--- src/rtl/aes_edn_arbiter_if.sv ---
`default_nettype none
// ============================================================================
// Module   : aes_edn_arbiter_if
// Brief    : Requester / EDN handshake bundle for the AES EDN arbiter.
// Revision : 1.0
// ============================================================================
interface aes_edn_arbiter_if #(
    parameter int NumReq       = 2,
    parameter int EntropyWidth = 32
);
    localparam int IdxW = $clog2(NumReq);

    logic [NumReq-1:0]       req_i;
    logic [NumReq-1:0]       ack_o;
    logic [EntropyWidth-1:0] data_o;
    logic                    edn_req_o;
    logic                    edn_ack_i;
    logic [EntropyWidth-1:0] edn_data_i;
    logic [IdxW-1:0]         gnt_idx_o;
    logic                    idle_o;
    logic                    err_o;

    // Arbiter side
    modport slave (
        input  req_i, edn_ack_i, edn_data_i,
        output ack_o, data_o, edn_req_o, gnt_idx_o, idle_o, err_o
    );

    // Requester / EDN side
    modport master (
        output req_i, edn_ack_i, edn_data_i,
        input  ack_o, data_o, edn_req_o, gnt_idx_o, idle_o, err_o
    );
endinterface
`default_nettype wire

--- src/rtl/aes_edn_arbiter.sv ---
`default_nettype none
// ============================================================================
// Module   : aes_edn_arbiter
// Brief    : Shares one EDN entropy port between NumReq requesters, fixed
//            priority with starvation promotion; AES_EDN_ARB_RR_EN selects
//            round-robin among non-starved requesters.
// Revision : 1.0
// ============================================================================
module aes_edn_arbiter #(
    parameter int NumReq       = 2,
    parameter int EntropyWidth = 32,
    parameter int MaxWait      = 4
) (
    input  logic              clk_i,
    input  logic              rst_ni,
    aes_edn_arbiter_if.slave  bus
);
    localparam int IdxW = $clog2(NumReq);
    localparam int CntW = 4;
    localparam logic [CntW-1:0] c_max_wait = CntW'(MaxWait);

    typedef enum logic [1:0] {
        ST_IDLE  = 2'b00,
        ST_BUSY  = 2'b01,
        ST_DRAIN = 2'b10
    } state_e;

    state_e                       r_state;
    state_e                       w_state_nxt;
    logic [IdxW-1:0]              r_gnt_idx;
    logic [IdxW-1:0]              w_gnt_nxt;
    logic [IdxW-1:0]              w_winner;
    logic                         w_found;
    logic                         r_edn_req;
    logic                         r_err;
    logic                         w_err_nxt;
    logic                         w_grant;
    logic [NumReq-1:0]            w_ack;
    logic [NumReq-1:0]            w_starved;
    logic [NumReq-1:0][CntW-1:0]  r_wait;

`ifdef AES_EDN_ARB_RR_EN
    localparam logic [IdxW:0] c_num_req_w = (IdxW+1)'(NumReq);
    logic [IdxW-1:0] r_rr_ptr;
    logic [IdxW:0]   w_sum;
`endif

    always_comb begin
        w_starved = '0;
        for (int i = 0; i < NumReq; i++) begin
            w_starved[i] = bus.req_i[i] && (r_wait[i] == c_max_wait);
        end
    end

    // Starved requesters always win, lowest index first.
    always_comb begin
        w_winner = '0;
        w_found  = 1'b0;
`ifdef AES_EDN_ARB_RR_EN
        w_sum    = '0;
`endif
        for (int i = 0; i < NumReq; i++) begin
            if (!w_found && w_starved[i]) begin
                w_winner = IdxW'(i);
                w_found  = 1'b1;
            end
        end
`ifdef AES_EDN_ARB_RR_EN
        for (int k = 0; k < NumReq; k++) begin
            w_sum = {1'b0, r_rr_ptr} + (IdxW+1)'(k + 1);
            if (w_sum >= c_num_req_w) begin
                w_sum = w_sum - c_num_req_w;
            end
            if (!w_found && bus.req_i[w_sum[IdxW-1:0]]) begin
                w_winner = w_sum[IdxW-1:0];
                w_found  = 1'b1;
            end
        end
`else
        for (int i = 0; i < NumReq; i++) begin
            if (!w_found && bus.req_i[i]) begin
                w_winner = IdxW'(i);
                w_found  = 1'b1;
            end
        end
`endif
    end

    always_comb begin
        w_state_nxt = r_state;
        w_gnt_nxt   = r_gnt_idx;
        w_err_nxt   = r_err;
        w_grant     = 1'b0;
        w_ack       = '0;
        case (r_state)
            ST_IDLE: begin
                if (bus.edn_ack_i) begin
                    w_err_nxt = 1'b1;
                end
                if (|bus.req_i) begin
                    w_state_nxt = ST_BUSY;
                    w_gnt_nxt   = w_winner;
                    w_grant     = 1'b1;
                end
            end
            ST_BUSY: begin
                if (bus.req_i[r_gnt_idx]) begin
                    if (bus.edn_ack_i) begin
                        w_ack[r_gnt_idx] = 1'b1;
                        w_state_nxt      = ST_IDLE;
                    end
                end else begin
                    // Abandoned: EDN still owes us a word, keep asking for it.
                    w_state_nxt = bus.edn_ack_i ? ST_IDLE : ST_DRAIN;
                end
            end
            ST_DRAIN: begin
                if (bus.edn_ack_i) begin
                    w_state_nxt = ST_IDLE;
                end
            end
            default: begin
                w_state_nxt = ST_DRAIN;
                w_err_nxt   = 1'b1;
            end
        endcase
    end

    always_ff @(posedge clk_i or negedge rst_ni) begin
        if (!rst_ni) begin
            r_state   <= ST_IDLE;
            r_gnt_idx <= '0;
            r_edn_req <= 1'b0;
            r_err     <= 1'b0;
        end else begin
            r_state   <= w_state_nxt;
            r_gnt_idx <= w_gnt_nxt;
            r_edn_req <= (w_state_nxt != ST_IDLE);
            r_err     <= w_err_nxt;
        end
    end

    always_ff @(posedge clk_i or negedge rst_ni) begin
        if (!rst_ni) begin
            r_wait <= '0;
        end else begin
            for (int i = 0; i < NumReq; i++) begin
                if (w_ack[i] || ((r_state == ST_IDLE) && !bus.req_i[i])) begin
                    r_wait[i] <= '0;
                end else if (w_grant && bus.req_i[i] && (w_winner != IdxW'(i)) &&
                             (r_wait[i] != c_max_wait)) begin
                    r_wait[i] <= r_wait[i] + 1'b1;
                end
            end
        end
    end

`ifdef AES_EDN_ARB_RR_EN
    always_ff @(posedge clk_i or negedge rst_ni) begin
        if (!rst_ni) begin
            r_rr_ptr <= IdxW'(NumReq - 1);
        end else if (|w_ack) begin
            r_rr_ptr <= r_gnt_idx;
        end
    end
`endif

    assign bus.ack_o     = w_ack;
    assign bus.data_o    = (|w_ack) ? bus.edn_data_i : '0;
    assign bus.edn_req_o = r_edn_req;
    assign bus.gnt_idx_o = r_gnt_idx;
    assign bus.idle_o    = (r_state == ST_IDLE) && !(|bus.req_i);
    assign bus.err_o     = r_err;

endmodule
`default_nettype wire
--- src/flat_wrapper.sv ---
// flat-port wrapper written by rule: the top's interface ports become plain ports
module aes_edn_arbiter_flat 
#(
    parameter int NumReq       = 2,
    parameter int EntropyWidth = 32,
    parameter int MaxWait      = 4
)
  (clk_i, rst_ni, bus_req_i, bus_edn_ack_i, bus_edn_data_i, bus_ack_o, bus_data_o, bus_edn_req_o, bus_gnt_idx_o, bus_idle_o, bus_err_o);
  aes_edn_arbiter_if #(.NumReq(NumReq), .EntropyWidth(EntropyWidth)) bus_i ();
  input  logic clk_i;
  input  logic rst_ni;
  input wire logic [$bits(bus_i.req_i)-1:0] bus_req_i;
  input wire logic [$bits(bus_i.edn_ack_i)-1:0] bus_edn_ack_i;
  input wire logic [$bits(bus_i.edn_data_i)-1:0] bus_edn_data_i;
  output wire logic [$bits(bus_i.ack_o)-1:0] bus_ack_o;
  output wire logic [$bits(bus_i.data_o)-1:0] bus_data_o;
  output wire logic [$bits(bus_i.edn_req_o)-1:0] bus_edn_req_o;
  output wire logic [$bits(bus_i.gnt_idx_o)-1:0] bus_gnt_idx_o;
  output wire logic [$bits(bus_i.idle_o)-1:0] bus_idle_o;
  output wire logic [$bits(bus_i.err_o)-1:0] bus_err_o;
  assign bus_i.req_i = bus_req_i;
  assign bus_i.edn_ack_i = bus_edn_ack_i;
  assign bus_i.edn_data_i = bus_edn_data_i;
  assign bus_ack_o = bus_i.ack_o;
  assign bus_data_o = bus_i.data_o;
  assign bus_edn_req_o = bus_i.edn_req_o;
  assign bus_gnt_idx_o = bus_i.gnt_idx_o;
  assign bus_idle_o = bus_i.idle_o;
  assign bus_err_o = bus_i.err_o;
  aes_edn_arbiter #(.NumReq(NumReq), .EntropyWidth(EntropyWidth), .MaxWait(MaxWait)) u_core (.clk_i(clk_i), .rst_ni(rst_ni), .bus(bus_i));
endmodule
--- config.mk ---
export PLATFORM = sky130hd
export DESIGN_NAME = aes_edn_arbiter_flat
export DESIGN_NICKNAME = d
export VERILOG_FILES = /design/src/rtl/aes_edn_arbiter_if.sv /design/src/rtl/aes_edn_arbiter.sv /design/src/flat_wrapper.sv
export SDC_FILE = /design/constraint.sdc
export NUM_CORES = 1
export LEC_CHECK = 0
export ABC_AREA = 0
export CORE_ASPECT_RATIO = 1.5
export CORE_UTILIZATION = 45
export DETAILED_ROUTE_END_ITERATION = 16
export DONT_BUFFER_PORTS = 1
export GPL_ROUTABILITY_DRIVEN = 0
export PLACE_DENSITY = 0.69
export SLEW_MARGIN = 20
export SYNTH_ARGS = -nofsm -noshare
export SYNTH_HDL_FRONTEND = slang
export SYNTH_SLANG_ARGS = --single-unit
--- constraint.sdc ---
create_clock -name clk_i -period 2.2 [get_ports clk_i]
set_input_delay 0.55 -clock clk_i [delete_from_list [all_inputs] [get_ports clk_i]]
set_output_delay 0.55 -clock clk_i [all_outputs]
set_load 0.02 [all_outputs]
After elaboration in Yosys (flattened, before gate mapping) --
Cells that the tools add are included.
Operators by class: add/subtract/negate cells 2, muxes and demuxes 27, reductions and logical operators 32, shift-type cells 0, eq/ne operators 7, bitwise operators 2, $lt $le $gt $ge 2, multipliers 0, divide/modulo/power cells 0
Operators by type and width (count):
- $mux W32 | 1
- $mux W4 | 4
- $logic_and A1 B1 Y1 | 15
- $mux W2 | 7
- $mux W1 | 12
- $add A4 B1 Y4 const B | 2
- $eq A4 B3 Y1 const B | 2
- $ne A4 B3 Y1 const B | 2
- $logic_not A1 Y1 | 6
- $pmux W2 S3 | 1
- $reduce_bool A2 Y1 | 3
- $reduce_or A2 Y1 | 3
- $reduce_and A2 Y1 | 2
- $eq A2 B1 Y1 const B | 1
- $eq A2 B2 Y1 const B | 1
- $logic_not A2 Y1 | 1
- $logic_or A1 B1 Y1 | 2
- $lt A1 B2 Y1 const B | 1
- $ne A2 B2 Y1 const B | 1
- $not A1 Y1 | 2
- $pmux W1 S2 | 1
- $demux W1 S1 | 1
- $ge A1 B1 Y1 const B | 1
Word-level totals: bits in registers 13, bits in latches 0, memories 0, memory bits (read-only) 0, word-level logic and storage cells 78, RAM bits 0

Logic depth before layout (Yosys ltp) --
Gate-level depths: netlist of the first run.
word-level depth 17, gate-level depth with buffers 7

Worst setup path before layout of the first run --
OpenSTA, ideal clock, no wires.
path type input to output, start input bus_req_i[0], end output bus_data_o[10], path buffers 2, setup slack 0.128 ns, arrival 1.522 ns, cell stages on the path 5, cells stage by stage buf_2 > mux2_2 > and3_4 > clkbuf_2 > and2_1
Between the ends: longest elaborated chain between the ends 6
RTL lines:
- start, declared | RTL line flat_wrapper.sv:12 | input wire logic [$bits(bus_i.req_i)-1:0] bus_req_i;
- $mux W1 (not written as such) (2 in series) | RTL line aes_edn_arbiter.sv:107 | if (bus.req_i[r_gnt_idx]) begin
- $mux W2 | RTL line aes_edn_arbiter.sv:107
- $mux W2 | RTL line aes_edn_arbiter.sv:95 | case (r_state)
- $reduce_or A2 Y1 | RTL line aes_edn_arbiter.sv:169 | assign bus.data_o = (|w_ack) ? bus.edn_data_i : '0;
- $mux W32 | RTL line aes_edn_arbiter.sv:169
- end, declared | RTL line flat_wrapper.sv:16 | output wire logic [$bits(bus_i.data_o)-1:0] bus_data_o;
No other way between the ends. The select of a mux whose other input is x is not followed.

Worst setup path in the final report of the first run --
start register u_core.r_state[1], end output bus_idle_o
Between the ends: longest elaborated chain between the ends 2
RTL lines:
- start, declared | RTL line aes_edn_arbiter.sv:28 | state_e r_state;
- start signal, assigned | RTL line aes_edn_arbiter.sv:136 | r_state <= w_state_nxt;
- $logic_not A2 Y1 | RTL line aes_edn_arbiter.sv:172 | assign bus.idle_o = (r_state == ST_IDLE) && !(|bus.req_i);
- $logic_and A1 B1 Y1 | RTL line aes_edn_arbiter.sv:172
- end, declared | RTL line flat_wrapper.sv:19 | output wire logic [$bits(bus_i.idle_o)-1:0] bus_idle_o;
No other way between the ends.

==> flow_metrics.py, run 1 <==
metrics = {
    "cts": {
        "ctsRootBufferMaster": "clkbuf_4",
        "cts_tree": "done",
        "cts.path.max_buffers": 2,
        "cts_max_level": 1,
        "cts_made_buffers": 3,
        "clk_pin_slew_ns": 0.08,
        "clock_latency_ns": 0.28,
        "cts_sinks": 13,
    },
    "global_routing": {
        "grt_max_degree": 17,
        "grt_pass1_vias": 825,
        "grt_first_pass_wirelength_um": 3450,
        "gr-total-overflow": 0,
        "grt_usage_pct": 18.1,
        "grt_antenna_before_repair": 0,
    },
    "sta": {
        "final_max_slew_viol_count": 0,
        "rsz0062_at_grt": "yes",
        "hold_slack_ns": 0.436,
        "final.setup.tns_ns": 0,
        "fin_ws_ns": 0.0309,
        "final-setup-viol-count": 0,
        "fin_skew_ns": 0.00407,
        "fin_crit_sh_pct": 98.6,
        "tightest_slew_ns": 0.594,
        "fmax_ghz": 0.461,
        "relSlewSlack_pct": 60.3,
        "finalCriticalPeriod_ns": 2.17,
        "hold_viol": 0,
    },
    "setup_path": {
        "start_kind": "register",
        "r2r-end": "u_core.r_wait[7]",
        "required_ns": 1.65,
        "reg2reg_slack_ns": 0.48,
        "cp.arrival_ns": 1.62,
        "critPathMaxFanout": 10,
        "path_class": "reg -> out",
        "reg2reg_depth": 5,
        "worst_r2r_startpoint": "u_core.r_state[1]",
        "end_kind": "primary output",
    },
    "power": {
        "comb_power_share_pct": 54.9,
        "p_leak_nw": 0.536,
        "p_switching_mw": 0.526,
        "clock_power_share_pct": 13.6,
        "power_density_nw_per_um2": 936,
        "seqPwrFrac_pct": 31.5,
        "vdd_ir_drop_max_mv": 0.526,
        "sw_frac_of_total_pct": 47.1,
        "internal_power_mw": 0.591,
    },
    "drt": {
        "wl_per_cell_um": 16.1,
        "viasPerCell": 6.16,
        "drc": 0,
        "drt_wl_total_um": 2470,
        "first_pass_iters": 4,
        "ant_nets": 0,
        "num_vias": 943,
        "drt_iter0_markers": 19,
    },
    "place": {
        "io_buffers": 0,
        "dp_slack_ns": 0.240,
        "place_area_um2": 1100,
        "hpwl_um": 1810,
    },
    "hold_path": {
        "hp-class": "in -> reg",
        "holdPathEnd": "u_core.bus.gnt_idx_o",
        "hold_path_depth": 1,
        "hold_start": "bus_req_i[1]",
    },
    "synthesis": {
        "ys_warn_count": 0,
        "synth_cell_types": 35,
        "yosysSeqAreaShare_pct": 30.2,
        "synthArstFlopShare_pct": 100,
        "ys_top_cells_by_count": "and2_1 (32), dfrtp_1 (13), inv_1 (12)",
        "synth_most_common_cell": "and2_1",
        "synthesis.area_um2": 1080,
        "syn_inst": 127,
        "synth_top_area_cell": "dfrtp_1",
        "syn_area_per_cell_um2": 8.49,
        "synth_flop_cell": "dfrtp_1",
        "netlist.area_leader.share_pct": 30.2,
        "synth_edf_count": 0,
        "ys_seq_elements": 13,
        "synth.area.top_cells": "dfrtp_1 (30%), and2_1 (19%), ha_1 (9.3%)",
        "syn-num-nets": 172,
    },
    "job": {
        "maxCapViolCount": 0,
    },
    "outcome": {
        "status": "finished, final reports clean",
    },
    "final_layout": {
        "nNetsFinal": 176,
        "area_delta_synth_final_pct": 10.7,
        "diodes": 0,
        "drive_above_1_share_pct": 36.2,
        "final_area_um2": 1190,
        "finish.utilization_pct": 52.8,
    },
    "die": {
        "core_area_um2": 2260,
        "ioPinCount": 75,
        "rows": 21,
        "initial_core_util_pct": 47.7,
        "die_area_um2": 2600,
        "fp.dieW_um": 42.0,
        "die_h_um": 62.0,
    },
}
-- worst max-delay path by stage --
| stage | from | to |
|---|---|---|
| 3_3_place_gp | u_core.r_state[1] | bus_idle_o |
| 6_report | u_core.r_state[1] | bus_idle_o |
| 5_1_grt | u_core.r_state[1] | bus_data_o[20] |
| 2_1_floorplan | bus_req_i[0] | bus_data_o[10] |
| 3_5_place_dp | u_core.r_state[1] | bus_data_o[25] |
| 4_1_cts | u_core.r_state[1] | bus_data_o[15] |
-- cell families (layout without fill, tap and decap cells) --
kind of cell             after synthesis  after routing  share of synthesized area, %
multiplexers                           5              5                          4.76
adder cells (fa/ha/maj)                8              8                          9.28
AO/OA/AOI/OAI                         18             18                          10.3
flip-flops                            13             13                          30.2
buffers and inverters                 18             20                          6.84
AND/OR/NAND/NOR                       65             66                          38.6
-- final cells by class --
class                   instances  area, um2
fillers                       207       1070
multi-input cells              97        736
repair buffers                  4       32.5
well taps                      23       28.8
clock buffers                   4       26.3
inverters                      12       45.0
flip-flops and latches         13        325
-- routing by layer --
metal | up-vias | routed length [um] | global-route usage [%]
met5 | - | 0 | 0
met2 | 59 | 1290 | 33.5
met4 | 0 | 76 | 14.7
li1 | 440 | - | -
met1 | 437 | 954 | 18.9
met3 | 7 | 151 | 1.45
-- worst max-delay path, stage by stage, from the launching register on --
cell and delay (ns):
dfrtp_1 0.43, inv_1 0.13, ha_2 0.32, nor3b_1 0.26, buf_4 0.19
-- power by group through the flow --
| stage | registers, mW | logic (mW) | clock network [mW] |
|---|---|---|---|
| 2_1_floorplan | 0.360 | 0.458 | 0 |
| 3_3_place_gp | 0.353 | 0.539 | 0 |
| 3_5_place_dp | 0.357 | 0.565 | 0 |
| 4_1_cts | 0.352 | 0.608 | 0.161 |
| 5_1_grt | 0.362 | 0.668 | 0.171 |
| 6_report | 0.352 | 0.613 | 0.152 |
-- stage by stage --
| step | power [mW] | std cells |
|---|---|---|
| finish | 1.12 | 153 |
| global route | 1.20 | 153 |
| CTS | 1.12 | 153 |
| detailed placement | 0.921 | 147 |
| global placement | 0.892 | 147 |
| floorplan | 0.818 | 127 |
-- sequential cells by signal, indices dropped and copies added (netlist names) --
name,cells
u_core.r_wait,8
u_core.r_state,2
u_core.bus.edn_req_o,1
u_core.bus.err_o,1
u_core.bus.gnt_idx_o,1
-- layout by cell type (no fill, tap or decap), drive strengths merged --
| master | synthesis | routed |
|---|---|---|
| and2 | 32 | 32 |
| dfrtp | 13 | 13 |
| inv | 12 | 12 |
| nand3 | 11 | 11 |
| ha | 8 | 8 |
| a21oi | 7 | 7 |
| o21ai | 5 | 5 |
| mux2i | 4 | 4 |
| clkbuf | 4 | 4 |
| nand3b | 3 | 3 |
| buf | 2 | 3 |
| and3 | 2 | 3 |
| nand2 | 2 | 2 |
| nor3 | 2 | 2 |
| and3b | 2 | 2 |
| nor4 | 2 | 2 |
| nand4 | 1 | 1 |
| nand4b | 1 | 1 |
| mux2 | 1 | 1 |
| nor3b | 1 | 1 |
| a211o | 1 | 1 |
| o21a | 1 | 1 |
| nor2 | 1 | 1 |
| nor2b | 1 | 1 |
| a311oi | 1 | 1 |
| o311ai | 1 | 1 |
| nand2b | 1 | 1 |
| a32o | 1 | 1 |
| o31ai | 1 | 1 |
| or3 | 1 | 1 |
| or4 | 1 | 1 |
| or2 | 1 | 1 |
| dlygate4sd3 | 0 | 1 |
-- timing repair --
item / CTS / global route
pin swaps: 1 / 1
buffers inserted: 0 / 0
gates cloned: 1 / 0
hold buffers: 1 / 0
endpoints found under the hold margin: 13 / 0
setup endpoints to repair: 33 / 33
gates resized for setup: 23 / 12
(Power assumes the default switching activity.)
==> run 2: changes to the inputs <==
--- a/config.mk
+++ b/config.mk
@@ -11,7 +11,7 @@
 export DETAILED_ROUTE_END_ITERATION = 16
 export DONT_BUFFER_PORTS = 1
 export GPL_ROUTABILITY_DRIVEN = 0
-export PLACE_DENSITY = 0.69
+export PLACE_DENSITY = 0.71
 export SLEW_MARGIN = 20
 export SYNTH_ARGS = -nofsm -noshare
 export SYNTH_HDL_FRONTEND = slang
==> constraint.sdc (replaced) <==
create_clock -name clk_i -period 1.8 [get_ports clk_i]
set_input_delay 0.45 -clock clk_i [delete_from_list [all_inputs] [get_ports clk_i]]
set_output_delay 0.45 -clock clk_i [all_outputs]
set_load 0.02 [all_outputs]
==> run 2 against run 1 <==
  * The run now ends with setup timing left
  * Clock skew up 0.00062 ns
  * Global-route usage grew 4.6 points
  * Sequential power up 22%
  * Clock power increased by 18%
  * Hold slack worse by 0.10 ns
  * First-iteration DRC count decreased by 68%
  * Critical path depth grew 1
  * Combinational power grew 70%
  * Largest cell class unchanged
  * Highest routed layer unchanged
==> flow_metrics.py, run 2 (synthesis gave the netlist of run 1 again) <==
metrics = {
    "sta": {
        "final-setup-viol-count": 33,
        "relSlewSlack_pct": 60.8,
        "finalCriticalPeriod_ns": 1.84,
        "tightest_slew_ns": 0.586,
        "fmax_ghz": 0.542,
        "final_max_slew_viol_count": 0,
        "rsz0062_at_grt": "yes",
        "final.setup.tns_ns": -1.10,
        "fin_ws_ns": -0.0450,
        "fin_skew_ns": 0.00469,
        "hold_viol": 0,
        "fin_crit_sh_pct": 102,
    },
    "cts": {
        "cts_made_buffers": 3,
        "cts_sinks": 13,
        "cts.path.max_buffers": 2,
        "ctsRootBufferMaster": "clkbuf_4",
        "cts_max_level": 1,
        "cts_tree": "done",
        "clk_pin_slew_ns": 0.08,
        "clock_latency_ns": 0.28,
    },
    "outcome": {
        "violations": "setup timing",
        "status": "complete, but fails checks",
    },
    "place": {
        "hpwl_um": 2270,
        "io_buffers": 0,
        "place_area_um2": 1210,
    },
    "drt": {
        "wl_per_cell_um": 18.6,
        "drt_wl_total_um": 3030,
        "drc": 0,
        "num_vias": 1004,
        "first_pass_iters": 4,
        "viasPerCell": 6.16,
        "ant_nets": 0,
        "drt_iter0_markers": 6,
    },
    "die": {
        "die_area_um2": 2600,
        "ioPinCount": 75,
        "fp.dieW_um": 42.0,
        "rows": 21,
        "core_area_um2": 2260,
        "initial_core_util_pct": 47.7,
        "die_h_um": 62.0,
    },
    "setup_path": {
        "endpoint": "bus_ack_o[0]",
        "path_class": "reg -> out",
        "worst_r2r_startpoint": "u_core.r_wait[4]",
        "critPathMaxFanout": 5,
        "r2r-end": "u_core.r_wait[7]",
        "reg2reg_slack_ns": 0.17,
        "startpoint": "u_core.r_state[1]",
        "required_ns": 1.35,
        "start_kind": "register",
        "cp.arrival_ns": 1.39,
        "end_kind": "primary output",
        "reg2reg_depth": 5,
    },
    "final_layout": {
        "drive_above_1_share_pct": 45.0,
        "seqCellArea_um2": 327,
        "num-fill-cells": 194,
        "final_common_cell": "and2_4",
        "diodes": 0,
        "multi_input_comb_area_um2": 827,
        "final_area_um2": 1350,
        "reg_top3": "u_core.r_wait (8), u_core.r_state (2)",
        "largest_register_ff_count": 8,
        "nNetsFinal": 186,
        "area_delta_synth_final_pct": 25.2,
        "final_cell_mix": "and2_4 (32), dfrtp_1 (12), nand3_1 (10), buf_4 (10), inv_1 (8)",
        "regMostFlops": "u_core.r_wait",
    },
    "power": {
        "power_density_nw_per_um2": 1220,
        "vdd_ir_drop_max_mv": 0.661,
        "p_leak_nw": 0.608,
    },
    "global_routing": {
        "gr-total-overflow": 0,
        "grt_antenna_before_repair": 0,
        "busiest_layer": "met2",
        "grtUsageMet1_pct": 16.8,
        "grt_max_degree": 14,
        "use_met2_pct": 45.3,
        "grt_usage_pct": 22.7,
        "grt_pass1_vias": 976,
        "grt_first_pass_wirelength_um": 4310,
        "grtUsageMet3_pct": 15.9,
    },
    "job": {
        "maxCapViolCount": 0,
    },
    "hold_path": {
        "hp-class": "in -> reg",
    },
}
[run 2: cell count changes in the layout (fill, tap and decap cells not counted), moves of 2 or more]
cell,before,now
and2_2,32,0
and2_4,0,32
buf_4,3,10
inv_1,12,8
inv_2,0,4
and3_4,2,4
ha_2,2,0
ha_4,0,2
[run 2: power by group]
| part | switching (mW) | internal [mW] | total (mW) |
|---|---|---|---|
| logic | 0.554 | 0.485 | 1.04 |
| registers | 0.0695 | 0.359 | 0.429 |
| clock network | 0.0929 | 0.0860 | 0.179 |
[run 2: how the worst min path moves through the flow]
stage,startpoint,end,cells past startpoint
finish,bus_req_i[1],u_core.bus.gnt_idx_o,1
global route,bus_req_i[1],u_core.bus.gnt_idx_o,1
CTS,bus_req_i[1],u_core.bus.gnt_idx_o,1
detailed placement,rst_ni,u_core.r_wait[2],0
global placement,rst_ni,u_core.r_wait[2],0
floorplan,rst_ni,u_core.bus.edn_req_o,0
[run 2: stage by stage]
step	worst slack [ns]	cells	power (mW)	util, %	hold WS (ns)
after floorplan	0.00460	127	1.10	-	0.154
after global placement	0.113	151	1.24	53.8	0.155
after detailed placement	0.0574	151	1.27	53.8	0.155
after CTS	-0.0383	162	1.62	59.4	0.340
after global routing	-0.108	163	1.76	59.7	0.348
final	-0.0450	163	1.65	59.7	0.335
[run 2: layout make-up]
class / instances / share of cell area [%]
Sequential cell: 13 / 24.2
Multi-Input combinational cell: 99 / 61.3
Timing Repair Buffer: 12 / 7.14
Inverter: 12 / 3.34
Tap cell: 23 / 2.13
Clock buffer: 4 / 1.95
[run 2: timing repair]
action                                  in CTS  in global routing
hold buffers                                 1                  0
endpoints found under the hold margin       13                  0
gates resized for setup                     16                  1
gates cloned                                 3                  0
pin swaps                                   36                  2
endpoints found under the setup margin      34                 35
setup buffers                                3                  1
[run 2: routing by layer]
layer	share of wire (%)	vias up
li1	-	463
met5	0	-
met4	0.86	0
met2	52	62
met1	29	475
met3	18	4
[run 2: critical path: stages, from the launching register on]
cell      delay (ns)
dfrtp_1         0.39
inv_2           0.11
ha_4            0.17
buf_6           0.11
nand4b_1        0.17
inv_2           0.16
